[config.mk]
export PLATFORM = sky130hd
export DESIGN_NAME = bf16_prod_accum
export DESIGN_NICKNAME = d
export VERILOG_FILES = /design/src/rtl/bf16_prod_accum.sv
export SDC_FILE = /design/constraint.sdc
export NUM_CORES = 1
export LEC_CHECK = 0
export BUFFER_PORTS_ARGS = -buffer_cell sky130_fd_sc_hd__clkbuf_2
export CAP_MARGIN = 5
export CORE_UTILIZATION = 30
export DETAILED_ROUTE_END_ITERATION = 6
export GPL_TIMING_DRIVEN = 1
export SYNTH_ARGS = -nofsm -noshare
export SYNTH_HDL_FRONTEND = slang
export SYNTH_SLANG_ARGS = --single-unit
[constraint.sdc]
create_clock -name clk -period 2.6 [get_ports clk]
set_input_delay 0.26 -clock clk [delete_from_list [all_inputs] [get_ports clk]]
set_output_delay 0.26 -clock clk [all_outputs]
set_load 0.02 [all_outputs]
[src/rtl/bf16_prod_accum.sv]
// Unsigned bf16 product accumulator: ACCEPT -> ALIGN -> ADD -> NORM FSM, one term per 4 cycles.
// Define BF16_ACC_RNE_EN for round-to-nearest-even in NORM; the default build truncates.
module bf16_prod_accum #(
  parameter int GUARD_W  = 3,
  parameter int EXP_BIAS = 127
) (
  input  logic        clk,
  input  logic        rst_n,
  input  logic        in_valid,
  output logic        in_ready,
  input  logic [15:0] in_data,
  input  logic        in_last,
  output logic        out_valid,
  input  logic        out_ready,
  output logic [15:0] out_data,
  output logic        out_ovf
);

  localparam int          SW      = 8 + GUARD_W;
  localparam logic [7:0]  EXP_INF = 8'(2 * EXP_BIAS + 1);
  localparam logic [15:0] POS_INF = {1'b0, EXP_INF, 7'd0};

  typedef enum logic [2:0] {ACCEPT, ALIGN, ADD, NORM, DONE} state_t;

  state_t          state_q, state_d;
  logic [7:0]      b_exp_q;
  logic [6:0]      b_man_q;
  logic            last_q;
  logic [15:0]     acc_q;
  logic            ovf_q;
  logic [7:0]      e_q;
  logic [SW-1:0]   sa_q, sb_q;
  logic            inf_q;
  logic [SW:0]     sum_q;

  // Right-shift a significand, folding every bit shifted out into the sticky LSB.
  function automatic logic [SW-1:0] align_sig(input logic [SW-1:0] full, input logic [7:0] diff);
    logic [SW-1:0] lost_mask;
    if (diff >= 8'(SW)) return {{(SW-1){1'b0}}, 1'b1};
    lost_mask = ~({SW{1'b1}} << diff);
    return (full >> diff) | {{(SW-1){1'b0}}, |(full & lost_mask)};
  endfunction

  // ---------------- FSM ----------------
  always_ff @(posedge clk) begin
    // NOTE: registers use non-blocking assignment so every flop samples pre-edge values.
    if (!rst_n) state_q <= ACCEPT;
    else        state_q <= state_d;
  end

  always_comb begin
    // NOTE: default first so no path leaves state_d unassigned (no latch).
    state_d = state_q;
    unique case (state_q)
      ACCEPT:  if (in_valid) state_d = ALIGN;
      ALIGN:   state_d = ADD;
      ADD:     state_d = NORM;
      NORM:    state_d = last_q ? DONE : ACCEPT;
      DONE:    if (out_ready) state_d = ACCEPT;
      default: state_d = ACCEPT;
    endcase
  end

  // ---------------- ALIGN ----------------
  logic [7:0]    a_exp;
  logic          a_zero, a_inf, b_zero, b_inf;
  logic [SW-1:0] full_a, full_b;
  logic [7:0]    al_e;
  logic [SW-1:0] al_sa, al_sb;
  logic          al_inf;

  assign a_exp  = acc_q[14:7];
  assign a_zero = (a_exp == 8'd0);
  assign a_inf  = (a_exp == EXP_INF);
  assign b_zero = (b_exp_q == 8'd0);
  assign b_inf  = (b_exp_q == EXP_INF);
  assign full_a = {1'b1, acc_q[6:0], {GUARD_W{1'b0}}};
  assign full_b = {1'b1, b_man_q, {GUARD_W{1'b0}}};

  always_comb begin
    al_e   = 8'd0;
    al_sa  = '0;
    al_sb  = '0;
    al_inf = a_inf | b_inf;
    if (a_zero && !b_zero) begin
      al_e  = b_exp_q;
      al_sb = full_b;
    end else if (b_zero && !a_zero) begin
      al_e  = a_exp;
      al_sa = full_a;
    end else if (!a_zero && !b_zero) begin
      if (a_exp >= b_exp_q) begin
        al_e  = a_exp;
        al_sa = full_a;
        al_sb = align_sig(full_b, a_exp - b_exp_q);
      end else begin
        al_e  = b_exp_q;
        al_sb = full_b;
        al_sa = align_sig(full_a, b_exp_q - a_exp);
      end
    end
  end

  // ---------------- NORM ----------------
  logic          n_carry, n_up, n_zero, n_ovf;
  logic [SW-1:0] n_sig;
  logic [8:0]    n_e, n_efin, n_mant;
  logic [6:0]    n_frac;
  logic [15:0]   n_acc;

  assign n_carry = sum_q[SW];
  assign n_sig   = n_carry ? {sum_q[SW:2], sum_q[1] | sum_q[0]} : sum_q[SW-1:0];
  assign n_e     = {1'b0, e_q} + 9'(n_carry);
`ifdef BF16_ACC_RNE_EN
  assign n_up    = n_sig[GUARD_W-1] & (n_sig[GUARD_W] | (|n_sig[GUARD_W-2:0]));
`else
  assign n_up    = 1'b0;
`endif
  assign n_mant  = {1'b0, n_sig[SW-1:GUARD_W]} + 9'(n_up);
  // A rounding carry leaves 1.0000000 with the exponent bumped by one.
  assign n_efin  = n_e + 9'(n_mant[8]);
  assign n_frac  = n_mant[8] ? 7'd0 : n_mant[6:0];
  assign n_zero  = (sum_q == '0);
  assign n_ovf   = inf_q | (n_efin >= {1'b0, EXP_INF});
  assign n_acc   = n_ovf  ? POS_INF :
                   n_zero ? 16'h0000 : {1'b0, n_efin[7:0], n_frac};

  logic unused_bits;
`ifdef BF16_ACC_RNE_EN
  assign unused_bits = ^{in_data[15], n_mant[7]};
`else
  assign unused_bits = ^{in_data[15], n_mant[7], n_sig[GUARD_W-1:0]};
`endif

  // ---------------- Datapath registers ----------------
  always_ff @(posedge clk) begin
    if (!rst_n) begin
      b_exp_q <= 8'd0;
      b_man_q <= 7'd0;
      last_q  <= 1'b0;
      acc_q   <= 16'h0000;
      ovf_q   <= 1'b0;
      e_q     <= 8'd0;
      sa_q    <= '0;
      sb_q    <= '0;
      inf_q   <= 1'b0;
      sum_q   <= '0;
    end else begin
      unique case (state_q)
        ACCEPT: if (in_valid) begin
          b_exp_q <= in_data[14:7];
          b_man_q <= in_data[6:0];
          last_q  <= in_last;
        end
        ALIGN: begin
          e_q   <= al_e;
          sa_q  <= al_sa;
          sb_q  <= al_sb;
          inf_q <= al_inf;
        end
        ADD:  sum_q <= {1'b0, sa_q} + {1'b0, sb_q};
        NORM: begin
          acc_q <= n_acc;
          if (n_ovf) ovf_q <= 1'b1;
        end
        DONE: if (out_ready) begin
          acc_q <= 16'h0000;
          ovf_q <= 1'b0;
        end
        default: ;
      endcase
    end
  end

  assign in_ready  = (state_q == ACCEPT);
  assign out_valid = (state_q == DONE);
  assign out_data  = out_valid ? acc_q : 16'h0000;
  assign out_ovf   = ovf_q;

endmodule

# --- Word-level counts from Yosys, hierarchy flattened ---
# Index checks and enable logic that the tools add are counted.
classes:
  bitwise: 9
  n_reduce_logical: 16
  n_eq_ne: 9
  magnitude_cmp: 4
  n_shift: 4
  addsub: 4
  muxes: 39
  div_mod_pow: 0
  mul: 0
ops:
  columns: ["cell", "count"]
  rows:
  - ["two-way mux 11 bit", 12]
  - ["two-way mux 16 bit", 2]
  - ["two-way mux 8 bit", 4]
  - ["one-hot mux 16 bit (2 select lines)", 1]
  - ["two-way mux 15 bit", 2]
  - ["AND 11 bit", 2]
  - ["inverter 11 bit", 2]
  - ["bitwise OR 11 x 1 -> 11 bit", 2]
  - ["OR reduction 11 bit", 2]
  - ["left shift 11 x 8 -> 11 bit (first input constant)", 2]
  - ["right shift 11 x 8 -> 11 bit", 2]
  - ["equality test 8 bit (second input constant)", 2]
  - [">= comparator 8 x 4 -> 1 bit (second input constant)", 2]
  - ["zero test 8 bit", 2]
  - ["subtractor 8 bit", 2]
  - ["one-hot mux 3 bit (5 select lines)", 1]
  - ["adder 11 x 11 -> 12 bit", 1]
  - ["zero test 12 bit", 1]
  - ["two-way mux 1 bit", 12]
  - ["two-way mux 10 bit", 1]
  - ["adder 8 x 1 -> 9 bit", 1]
  - [">= comparator 9 x 8 -> 1 bit (second input constant)", 1]
  - ["two-way mux 3 bit", 3]
  - [">= comparator 8 bit", 1]
  - ["13 further kinds", 22]
totals:
  input_bits: 21
  n_memories: 0
  rom_bits: 0
  regBits: 79
  ram_bits: 0
  word_cells: 96
  latch_bits: 0

# --- Depth between registers and ports, before layout ---
# Gate-level depths: netlist of the first run.
logic_depth:
  ltp_word: 12
  mapped_depth: 12
  depth_no_buf: 12

# --- Worst setup path before layout of the first run ---
# Ideal clock, no wire load.
synth_timing:
  path_kind: "reg-to-reg"
  startpoint: "register acc_q[7]"
  endpoint: "register sb_q[8]"
  setup_slack_ns: -0.121
  t_required_ns: 2.530
  t_arrival_ns: 2.651
  setup_time_ns: 0.070
  path_stages_with_launch: 12
  period_less_slack_ns: 2.721
  cell_sequence: "dfxtp_1 inv_1 ha_1 fa_1 nor2b_1 o31a_1 o31a_1 o2111ai_1 or3_4 nor4b_4 a22oi_1 a21oi_1"
synth_between:
  elab_chain_cells: 12
  word_cells_on_any_way: 20
  classes_between: "add/sub (1); order compare (2); shift (1); mux (10); bitwise (1); reduce/logical (5)"
synth_rtl:
  columns: ["item", "line", "source"]
  rows:
  - ["start: declaration", "29", "logic [15:0] acc_q;"]
  - ["start signal: assignment", "163", "acc_q <= n_acc;"]
  - ["subtractor 8 bit", "95", "al_sb = align_sig(full_b, a_exp - b_exp_q);"]
  - [">= comparator 8 x 4 -> 1 bit", "39", "if (diff >= 8'(SW)) return {{(SW-1){1'b0}}, 1'b1};"]
  - ["two-way mux 1 bit", "39", null]
  - ["two-way mux 1 bit", "92", "if (a_exp >= b_exp_q) begin"]
  - ["two-way mux 1 bit", "91", "end else if (!a_zero && !b_zero) begin"]
  - ["two-way mux 1 bit", "88", "end else if (b_zero && !a_zero) begin"]
  - ["two-way mux 1 bit", "85", "if (a_zero && !b_zero) begin"]
  - ["two-way mux 11 bit", "40", "lost_mask = ~({SW{1'b1}} << diff);"]
  - ["two-way mux 11 bit", "92", null]
  - ["two-way mux 11 bit", "91", null]
  - ["two-way mux 11 bit", "88", null]
  - ["two-way mux 11 bit *", "85", null]
  - ["end signal: assignment", "158", "sb_q <= al_sb;"]
  - ["end: declaration", "32", "logic [SW-1:0] sa_q, sb_q;"]
# Every way passes the cells marked *; elsewhere a longest branch is shown, timed or not. The select of a mux whose other input is x is not followed.
# A chain may end at the register's enable or synchronous reset.

# --- Worst setup path in the final report of the first run ---
# Ends and elaborated chain as after synthesis.

==> results of run 1 <==
per-layer routing:
metal	share of wire, %	wire, um	global-route usage [%]
met5	0	0	0
met4	1.9	315	6.49
met3	3.5	570	2.10
met2	47	7710	30.3
met1	47	7730	24.9
final timing paths:
check / depth (start not counted) / slack [ns] / start / endpoint
max: 12 / -0.04 / acc_q[7]$_SDFFE_PN0P_ / sb_q[8]$_SDFFE_PN0P_
min: 3 / 0.13 / in_data[13] / b_exp_q[6]$_SDFFE_PN0P_
max reg2reg: 12 / -0.04 / acc_q[7]$_SDFFE_PN0P_ / sb_q[8]$_SDFFE_PN0P_
min reg2reg: 2 / 0.46 / sum_q[0]$_SDFFE_PN0P_ / sum_q[0]$_SDFFE_PN0P_
layout by cell type (no fill, tap or decap), drive strengths merged, types with 16 or more instances in the layout:
| master | instances |
|---|---|
| nand2 | 88 |
| buf | 79 |
| dfxtp | 78 |
| nor2 | 62 |
| a21oi | 55 |
| clkbuf | 48 |
| o21ai | 48 |
| ha | 28 |
| inv | 24 |
| a22oi | 23 |
| and2 | 21 |
| nand3 | 19 |
| nor3 | 18 |
| nor2b | 16 |
power breakdown:
group	internal (mW)	switching (mW)
sequential	1.25	0.0639
combinational	0.495	0.660
clock	0.924	0.530
cell type report:
type	count	area (um2)	area share [%]
clock buffers	11	264	3.86
clock inverters	4	77.6	1.14
inverters	25	96.3	1.41
multi-input cells	554	3740	54.8
flip-flops and latches	78	1570	23.0
well taps	225	282	4.12
repair buffers	116	798	11.7
kinds of logic (layout without fill, tap and decap cells):
group                      count (synthesis)  in the layout
and+or+nand+nor                          270            270
AOI/OAI and AO/OA                        204            204
DFF                                       78             78
buffers and inverters                     65            156
adders and majority gates                 31             31
muxes                                     25             25
xor gates and xnor gates                  23             23
other                                      1              1
critical path, stage by stage, from the launching register on:
cell	delay (ns)
dfxtp_4	0.34
inv_2	0.04
ha_4	0.15
fa_2	0.34
nor2b_2	0.13
o31a_1	0.18
o31a_1	0.17
o2111ai_2	0.18
or3_4	0.43
nor4b_4	0.21
buf_4	0.18
a22oi_1	0.07
a21oi_1	0.14
synthesized netlist by cell type (12+ instances only):
cell type  number
mux2_2         12
nand2_1        88
nor2_1         62
inv_1          24
mux2i_1        13
nor3_1         17
o21ai_1        24
a22oi_1        23
dfxtp_1        78
nor2b_1        16
nand3_1        19
and2_1         21
clkbuf_1       33
a21oi_1        55
ha_1           28
xnor2_1        15
o21ai_0        24
sequential cells by signal, summed over array words and instances (netlist names):
| name | count |
|---|---|
| b_man_q | 7 |
| b_exp_q | 8 |
| sb_q | 11 |
| sum_q | 12 |
| out_ovf | 1 |
| sa_q | 11 |
| state_q | 3 |
| inf_q | 1 |
| last_q | 1 |
| acc_q | 15 |
| e_q | 8 |
what timing repair did:
action / 4_1_cts / 5_1_grt
gates resized for setup: 12 / 39
setup buffers: 2 / 4
pin swaps: 9 / 21
endpoints found under the setup margin: 22 / 27
through the flow:
stage / power [mW] / setup TNS, ns / worst slack (ns)
after floorplan: 1.98 / 0 / 0.000428
after global placement: 2.37 / -0.773 / -0.115
after detailed placement: 2.37 / -0.945 / -0.144
after CTS: 3.85 / -0.213 / -0.0442
after global routing: 4.09 / -1.10 / -0.148
final: 3.92 / -0.0923 / -0.0393
==> qor.yml, run 1 <==
run_status:
  status: "complete, but fails checks"
  violations: "setup timing"
clock_tree:
  htreeDepth: 3
  clockBufferDepth: 2
  cts_tree: "yes"
  cts_buffers: 9
  cts_root_buf: "clkbuf_16"
  clkSlewWorstSetupHoldPaths_ns: 0.06
  hold_buffers: 0
  clock_sinks: 78
  clock_latency_ns: 0.35
floorplanning:
  die_x_um: 135
  dieArea_um2: 18300
  num_rows: 48
  core_um2: 17400
  start_util_pct: 30.7
  io_pins: 40
  die_y_um: 135
synthesis:
  syn-cell-area_um2: 5340
  synth_fa_ha_area_share_pct: 7.69
  synth-xor-area-share_pct: 3.78
  synth-seq-cells: 78
  synth_edf_count: 0
  muxShareOfSynthArea_pct: 4.97
  synth_nets: 749
  synth_top_family_by_area: "compound AO/OA/AOI/OAI gates"
  seq_area_frac_synth_pct: 29.3
  synth-async-reset-ratio_pct: 0
  yosys-top-cells-area: "dfxtp_1, ha_1, nand2_1"
  yosysTopAreaCell: "dfxtp_1"
  synthSimpleGateAreaFrac_pct: 24.7
  synth_compound_area_share_pct: 24.8
  yosysUniqueCellTypes: 66
  netlist.area_leader.share_pct: 29.3
  syn_inst: 697
  syn_area_per_cell_um2: 7.65
  synth-warning-count: 0
  synth_ff_type: "dfxtp_1"
sta:
  rsz0062_at_grt: "yes"
  finalCriticalPeriod_ns: 2.64
  hold_viol: 0
  fin_ws_ns: -0.0393
  fin_crit_sh_pct: 102
  slew_headroom_pct: 47.9
  slew_viol_final: 0
  hold_slack_ns: 0.130
  max_freq_mhz: 379
  finalSetupViolations: 4
  fin_worst_skew_ns: 0.00798
  worstMarginPinSlew_ns: 0.779
drt:
  detail_route.wirelength_mm: 16.3
  drc_errors: 0
  drtIter0Drc: 364
  firstDrtPassIters: 5
  vias: 5393
  detail-route-antenna-nets: 0
  wl_per_cell_um: 16.1
  vias_per_cell: 5.32
final_layout:
  fin_util_pct: 39.4
  area_delta_synth_final_pct: 28.0
  fin_cells: 1013
  drive_above_1_share_pct: 25.3
  fin_nets: 836
  fill_cells: 1777
  fin_area_um2: 6830
  diodes: 0
setup_path:
  startpoint_type: "register"
  arrival_ns: 2.91
  worst-path-max-fanout: 6
  critPathKind: "reg -> reg"
  worstPathRequired_ns: 2.87
  cp-end-kind: "register"
placement:
  placed_cell_area_um2: 6240
  port_buffers: 37
  gp_congestion: 0.935
  placedCellCount: 992
  dp_hpwl_mm: 12.2
global_routing:
  antenna_found_initial: 0
  grt_max_degree: 39
  grt_pass1_wl_mm: 26.4
  grtUsageTotal_pct: 18.5
  first_global_vias: 5098
  grt-ovfl-total: 0
pwr:
  irDropWorstVdd_mv: 0.232
  power.density_nw_per_um2: 574
  p_leak_nw: 2.81
hold_path:
  holdCritPathClass: "in -> reg"
flow_run:
  maxCapViolCount: 0
(Power assumes the default switching activity.)
==> run 2, diff against run 1 <==
--- a/config.mk
+++ b/config.mk
@@ -5,6 +5,7 @@
 export SDC_FILE = /design/constraint.sdc
 export NUM_CORES = 1
 export LEC_CHECK = 0
+export ABC_AREA = 1
 export BUFFER_PORTS_ARGS = -buffer_cell sky130_fd_sc_hd__clkbuf_2
 export CAP_MARGIN = 5
 export CORE_UTILIZATION = 30
==> qor.yml, run 2 <==
run_status:
  status: "finished, final reports clean"
sta:
  hold_slack_ns: 0.169
  fin_setup_tns_ns: 0
  finalCriticalPeriod_ns: 2.45
  slew_headroom_pct: 47.7
  max_freq_mhz: 408
  finalSetupViolations: 0
  fin_ws_ns: 0.150
  slew_viol_final: 0
  worstMarginPinSlew_ns: 0.784
  hold_viol: 0
  fin_crit_sh_pct: 94.2
  fin_worst_skew_ns: 0.0129
placement:
  port_buffers: 37
  dp_hpwl_mm: 14.4
  place_ws_ns: 0.0327
  placedCellCount: 1242
  gp_congestion: 0.912
  placed_cell_area_um2: 6560
setup_path:
  cp_common_cell: "nand2_1"
  cp.depth: 15
  critPathTopFamily: "adder cells"
  cp-endpoint: "sa_q[0]$_SDFFE_PN0P_"
  cp-end-kind: "register"
  reg2regPathDepth: 15
  worst-path-buf-inv: 5
  worstReg2RegStart: "b_exp_q[0]$_SDFFE_PN0P_"
  slowest_stage: "fa_2"
  worst-path-max-fanout: 10
  cp-startpoint: "b_exp_q[0]$_SDFFE_PN0P_"
  arrival_ns: 2.69
  timing.rr.end: "sa_q[0]$_SDFFE_PN0P_"
  r2r_setup_slack_ns: 0.15
  critPathKind: "reg -> reg"
  worstPathRequired_ns: 2.84
  slowest_delay_ns: 0.42
  crit_chain: "inv_2 -> ha_2 -> inv_2 -> fa_2 -> xnor2_1 -> buf_4 -> clkinvlp_4 -> nor3_1 -> nand3_1 -> nand2_1 -> nand2_1 -> inv_1 -> nand2_1 -> nand2_1 -> a21oi_1"
  startpoint_type: "register"
final_layout:
  fin_util_pct: 37.0
  final_common_cell: "nand2_1"
  fin_nets: 1050
  fin_cells: 1263
  area_delta_synth_final_pct: 19.2
  largest_reg_flops: 15
  diodes: 0
  top_regs: "acc_q: 15 flops, sum_q: 12 flops"
  fin_area_um2: 7010
  drive_above_1_share_pct: 17.4
  mostFrequentLayoutCells: "nand2_1, inv_1, a21oi_1"
  fill_cells: 2054
  top_register: "acc_q"
synthesis:
  yosysMostFrequentCell: "nand2_1"
  netlist.area_leader.share_pct: 26.5
  yosysTopAreaCell: "dfxtp_1"
  synth_nets: 991
  synth_ff_type: "dfxtp_1"
  syn-cell-area_um2: 5890
  syn_area_per_cell_um2: 6.27
  yosysUniqueCellTypes: 46
  synth-warning-count: 0
  post_synth_most_frequent_cells: "nand2_1, inv_1, a21oi_1"
  syn_inst: 939
  synth_edf_count: 0
  seq_area_frac_synth_pct: 26.5
  synth-async-reset-ratio_pct: 0
  yosys-top-cells-area: "dfxtp_1, nand2_1, a21oi_1"
  synth-seq-cells: 78
clock_tree:
  hold_buffers: 0
  cts_buffers: 9
  clock_latency_ns: 0.35
  cts_root_buf: "clkbuf_16"
  htreeDepth: 3
  cts_tree: "yes"
  clock_sinks: 78
  clockBufferDepth: 2
  clkSlewWorstSetupHoldPaths_ns: 0.07
floorplanning:
  die_y_um: 142
  io_pins: 40
  num_rows: 50
  start_util_pct: 31.0
  core_um2: 19000
  dieArea_um2: 20200
  die_x_um: 142
drt:
  wl_per_cell_um: 14.6
  detail_route.wirelength_mm: 18.4
  firstDrtPassIters: 5
  vias_per_cell: 4.95
  drc_errors: 0
  detail-route-antenna-nets: 0
  drtIter0Drc: 455
  vias: 6248
pwr:
  p_leak_nw: 3.07
  power.density_nw_per_um2: 550
  irDropWorstVdd_mv: 0.340
  finalPower_mw: 3.86
global_routing:
  first_global_vias: 5718
  grtUsageTotal_pct: 18.8
  grt-ovfl-total: 0
  grt_max_degree: 30
  grt_pass1_wl_mm: 29.5
  antenna_found_initial: 0
hold_path:
  holdCritPathClass: "in -> reg"
  min_from: "in_last"
  min_path_cells: 3
flow_run:
  maxCapViolCount: 0
-- run 2: changes by cell type after synthesis, moves of 17 or more --
| cell | before | now |
|---|---|---|
| a21oi_1 | 55 | 90 |
| nand4_1 | 10 | 27 |
| inv_1 | 24 | 116 |
| nand3_1 | 19 | 58 |
| and2_1 | 21 | 1 |
| a22oi_1 | 23 | 1 |
| nand2_1 | 88 | 237 |
| o21ai_0 | 24 | 73 |
-- run 2: report_power, final --
group / total (mW) / internal, mW / switching [mW]
clock network: 1.27 / 0.668 / 0.601
registers: 1.32 / 1.26 / 0.0609
logic: 1.27 / 0.425 / 0.845
total: 3.86 / 2.35 / 1.51
-- run 2: cells by family (layout without fill, tap and decap cells) --
kind of cell / after synthesis / count (layout) / synth area share [%]
compound gates: 213 / 213 / 19.7
xor+xnor: 15 / 15 / 2.36
fa+ha+maj: 31 / 31 / 6.97
buf+inv: 159 / 223 / 10.5
flops: 78 / 78 / 26.5
mux: 1 / 1 / 0.191
other cells: 1 / 1 / 0.0637
simple gates: 441 / 441 / 33.7
-- run 2: worst min-delay path by stage --
stage / endpoint / slack (ns)
after global routing: b_man_q[2]$_SDFFE_PN0P_ / 0.18
after floorplan: state_q[0]$_SDFFE_PN0P_ / 0.42
after global placement: last_q$_SDFFE_PN0P_ / 0.45
after CTS: last_q$_SDFFE_PN0P_ / 0.17
after detailed placement: last_q$_SDFFE_PN0P_ / 0.45
final: last_q$_SDFFE_PN0P_ / 0.17
-- run 2: timing repair --
action,4_1_cts,5_1_grt
resized for setup,0,44
buffers inserted,0,5
setup endpoints to repair,0,32
-- run 2: cell type report --
type	count	area (um2)	area share, %
timing repair buffer	81	528	7.53
multi-input combinational	702	3820	54.5
clock inverter	7	62.6	0.892
clock buffer	9	225	3.21
inverter	126	482	6.87
sequential	78	1570	22.4
tap	260	325	4.64
-- run 2: metal layers --
metal	up-vias	GRT usage (%)	wire [um]	part of all wire [%]
met5	-	0	0	0
met4	0	6.73	389	2.1
met3	29	2.49	984	5.3
met2	188	29.2	8060	44
met1	2811	26.3	9000	49
li1	3220	-	-	-
-- run 2: worst register-to-register path, cell delays in order (launching register included) --
cell        delay [ns]
dfxtp_4           0.35
inv_2             0.06
ha_2              0.17
inv_2             0.05
fa_2              0.42
xnor2_1           0.17
buf_4             0.21
clkinvlp_4        0.22
nor3_1            0.24
nand3_1           0.10
nand2_1           0.06
nand2_1           0.05
inv_1             0.05
nand2_1           0.07
nand2_1           0.06
a21oi_1           0.05
==> run 3, diff against run 2 <==
--- a/config.mk
+++ b/config.mk
@@ -8,9 +8,11 @@
 export ABC_AREA = 1
 export BUFFER_PORTS_ARGS = -buffer_cell sky130_fd_sc_hd__clkbuf_2
 export CAP_MARGIN = 5
-export CORE_UTILIZATION = 30
+export CORE_UTILIZATION = 55
 export DETAILED_ROUTE_END_ITERATION = 6
 export GPL_TIMING_DRIVEN = 1
+export PLACE_DENSITY = 0.76
+export REMOVE_ABC_BUFFERS = 1
 export SYNTH_ARGS = -nofsm -noshare
 export SYNTH_HDL_FRONTEND = slang
 export SYNTH_SLANG_ARGS = --single-unit
==> qor.yml, run 3 (synthesized netlist as in run 2, its figures left out) <==
placement:
  placed_cell_area_um2: 6370
  gp_congestion: 0.956
  place_ws_ns: 0.0573
  port_buffers: 37
  dp_hpwl_mm: 13.2
sta:
  rsz0062_at_grt: "yes"
  fin_ws_ns: 0.0862
  slew_viol_final: 0
  hold_slack_ns: 0.141
  slew_headroom_pct: 58.4
  fin_crit_sh_pct: 96.7
  worstMarginPinSlew_ns: 0.623
  hold_viol: 0
  max_freq_mhz: 398
  finalSetupViolations: 0
  fin_worst_skew_ns: 0.0166
  finalCriticalPeriod_ns: 2.51
pwr:
  power.density_nw_per_um2: 518
  finalPower_mw: 3.57
  power_frac_seq_pct: 36.9
  p_int_mw: 2.14
  switchingPower_mw: 1.43
  irDropWorstVdd_mv: 0.399
  p_leak_nw: 3.08
  switching_share_pct: 40.0
  clockPowerShare_pct: 26.3
  combPwrFrac_pct: 36.8
final_layout:
  area_delta_synth_final_pct: 17.2
  diodes: 0
  fin_area_um2: 6900
  final_common_cell: "nand2_1"
  drive_above_1_share_pct: 19.7
  top_regs: "acc_q: 15 flops, sum_q: 12 flops"
  top_register: "acc_q"
  largest_reg_flops: 15
  mostFrequentLayoutCells: "nand2_1, inv_1, a21oi_1"
  fin_nets: 1053
clock_tree:
  clockBufferDepth: 2
  clock_sinks: 78
  clock_latency_ns: 0.37
  cts_tree: "yes"
  hold_buffers: 0
  cts_root_buf: "clkbuf_8"
  clkSlewWorstSetupHoldPaths_ns: 0.09
  htreeDepth: 3
  cts_buffers: 9
setup_path:
  startpoint_type: "register"
  worstPathRequired_ns: 2.84
  slowest_stage: "fa_2"
  critPathKind: "reg -> reg"
  critPathTopFamily: "simple AND/OR/NAND/NOR gates"
  crit_chain: "inv_2 -> ha_4 -> fa_2 -> buf_4 -> nand3_1 -> nand3_1 -> nand2_1 -> nand2_1 -> nand2_1 -> nand2_1 -> nor2_1 -> nor2_1 -> nand2_1 -> nor2_1 -> nand3_1 -> nand2_1 -> a21oi_2"
  cp_common_cell: "nand2_1"
  worst-path-buf-inv: 2
  cp-end-kind: "register"
  arrival_ns: 2.76
  slowest_delay_ns: 0.60
  worst-path-max-fanout: 5
floorplanning:
  core_um2: 10400
  io_pins: 40
  num_rows: 37
  dieArea_um2: 11100
  start_util_pct: 56.8
  die_x_um: 105
  die_y_um: 105
drt:
  vias: 6435
  drtIter0Drc: 487
  wl_per_cell_um: 15.2
  detail_route.wirelength_mm: 17.4
  detail-route-antenna-nets: 0
  firstDrtPassIters: 5
  vias_per_cell: 5.63
  drc_errors: 0
global_routing:
  grt_pass1_wl_mm: 27.6
  grt-ovfl-total: 0
  grtUsageTotal_pct: 31.6
  antenna_found_initial: 0
  grt_max_degree: 50
  first_global_vias: 5689
run_status:
  status: "finished, final reports clean"
flow_run:
  maxCapViolCount: 0
hold_path:
  holdCritPathClass: "in -> reg"
[run 3: cell types whose count changed in the layout (fill, tap and decap cells not counted), moves of 4 or more]
cell / delta
clkbuf_8: +12
o21ai_1: -4
nand2_2: +4
clkbuf_16: -9
nand2_1: -7
nand3_2: +5
nand3_1: -5
[run 3: area by class of cell]
class | instances | area, um2
clock buffers | 12 | 165
clock inverters | 4 | 37.5
fillers | 1009 | 3470
inverters | 126 | 485
multi-input cells | 702 | 3930
flip-flops and latches | 78 | 1570
well taps | 136 | 170
repair buffers | 84 | 542
[run 3: worst paths after layout]
check	start	endpoint	slack (ns)	cells past startpoint
worst min register to register	last_q$_SDFFE_PN0P_	state_q[2]$_SDFFE_PN0P_	0.47	2
worst min-delay path	in_last	last_q$_SDFFE_PN0P_	0.14	3
worst max register to register	acc_q[7]$_SDFFE_PN0P_	sb_q[0]$_SDFFE_PN0P_	0.09	17
worst max-delay path	acc_q[7]$_SDFFE_PN0P_	sb_q[0]$_SDFFE_PN0P_	0.09	17
[run 3: per-layer routing]
metal	share of wire, %	up-vias	GRT usage (%)
met1	44	2903	42.0
li1	-	3226	-
met3	7.7	50	6.25
met4	3.2	0	13.6
met2	45	256	49.7
met5	0	-	0
[run 3: power by group through the flow]
stage	combinational [mW]	clock (mW)	sequential [mW]
2_1_floorplan	0.809	0	1.32
3_3_place_gp	1.15	0	1.34
3_5_place_dp	1.16	0	1.34
4_1_cts	1.16	0.951	1.31
5_1_grt	1.45	1.00	1.33
6_report	1.31	0.939	1.32
[run 3: metrics by stage]
step | utilization, % | instances | TNS (ns)
final | 66.5 | 1142 | 0
after global routing | 66.5 | 1142 | -0.469
after CTS | 63.4 | 1131 | 0
after detailed placement | 61.5 | 1115 | 0
after global placement | 61.5 | 1115 | 0
after floorplan | - | 906 | -1.95
[run 3: timing repair]
action	in CTS	in global routing
gates resized for setup	0	69
setup endpoints to repair	0	29
setup buffers	0	11
[run 3: tightest hold or removal path: stages]
cell and delay, ns:
clkbuf_2 0.08, nand3_1 0.07, a21oi_1 0.06
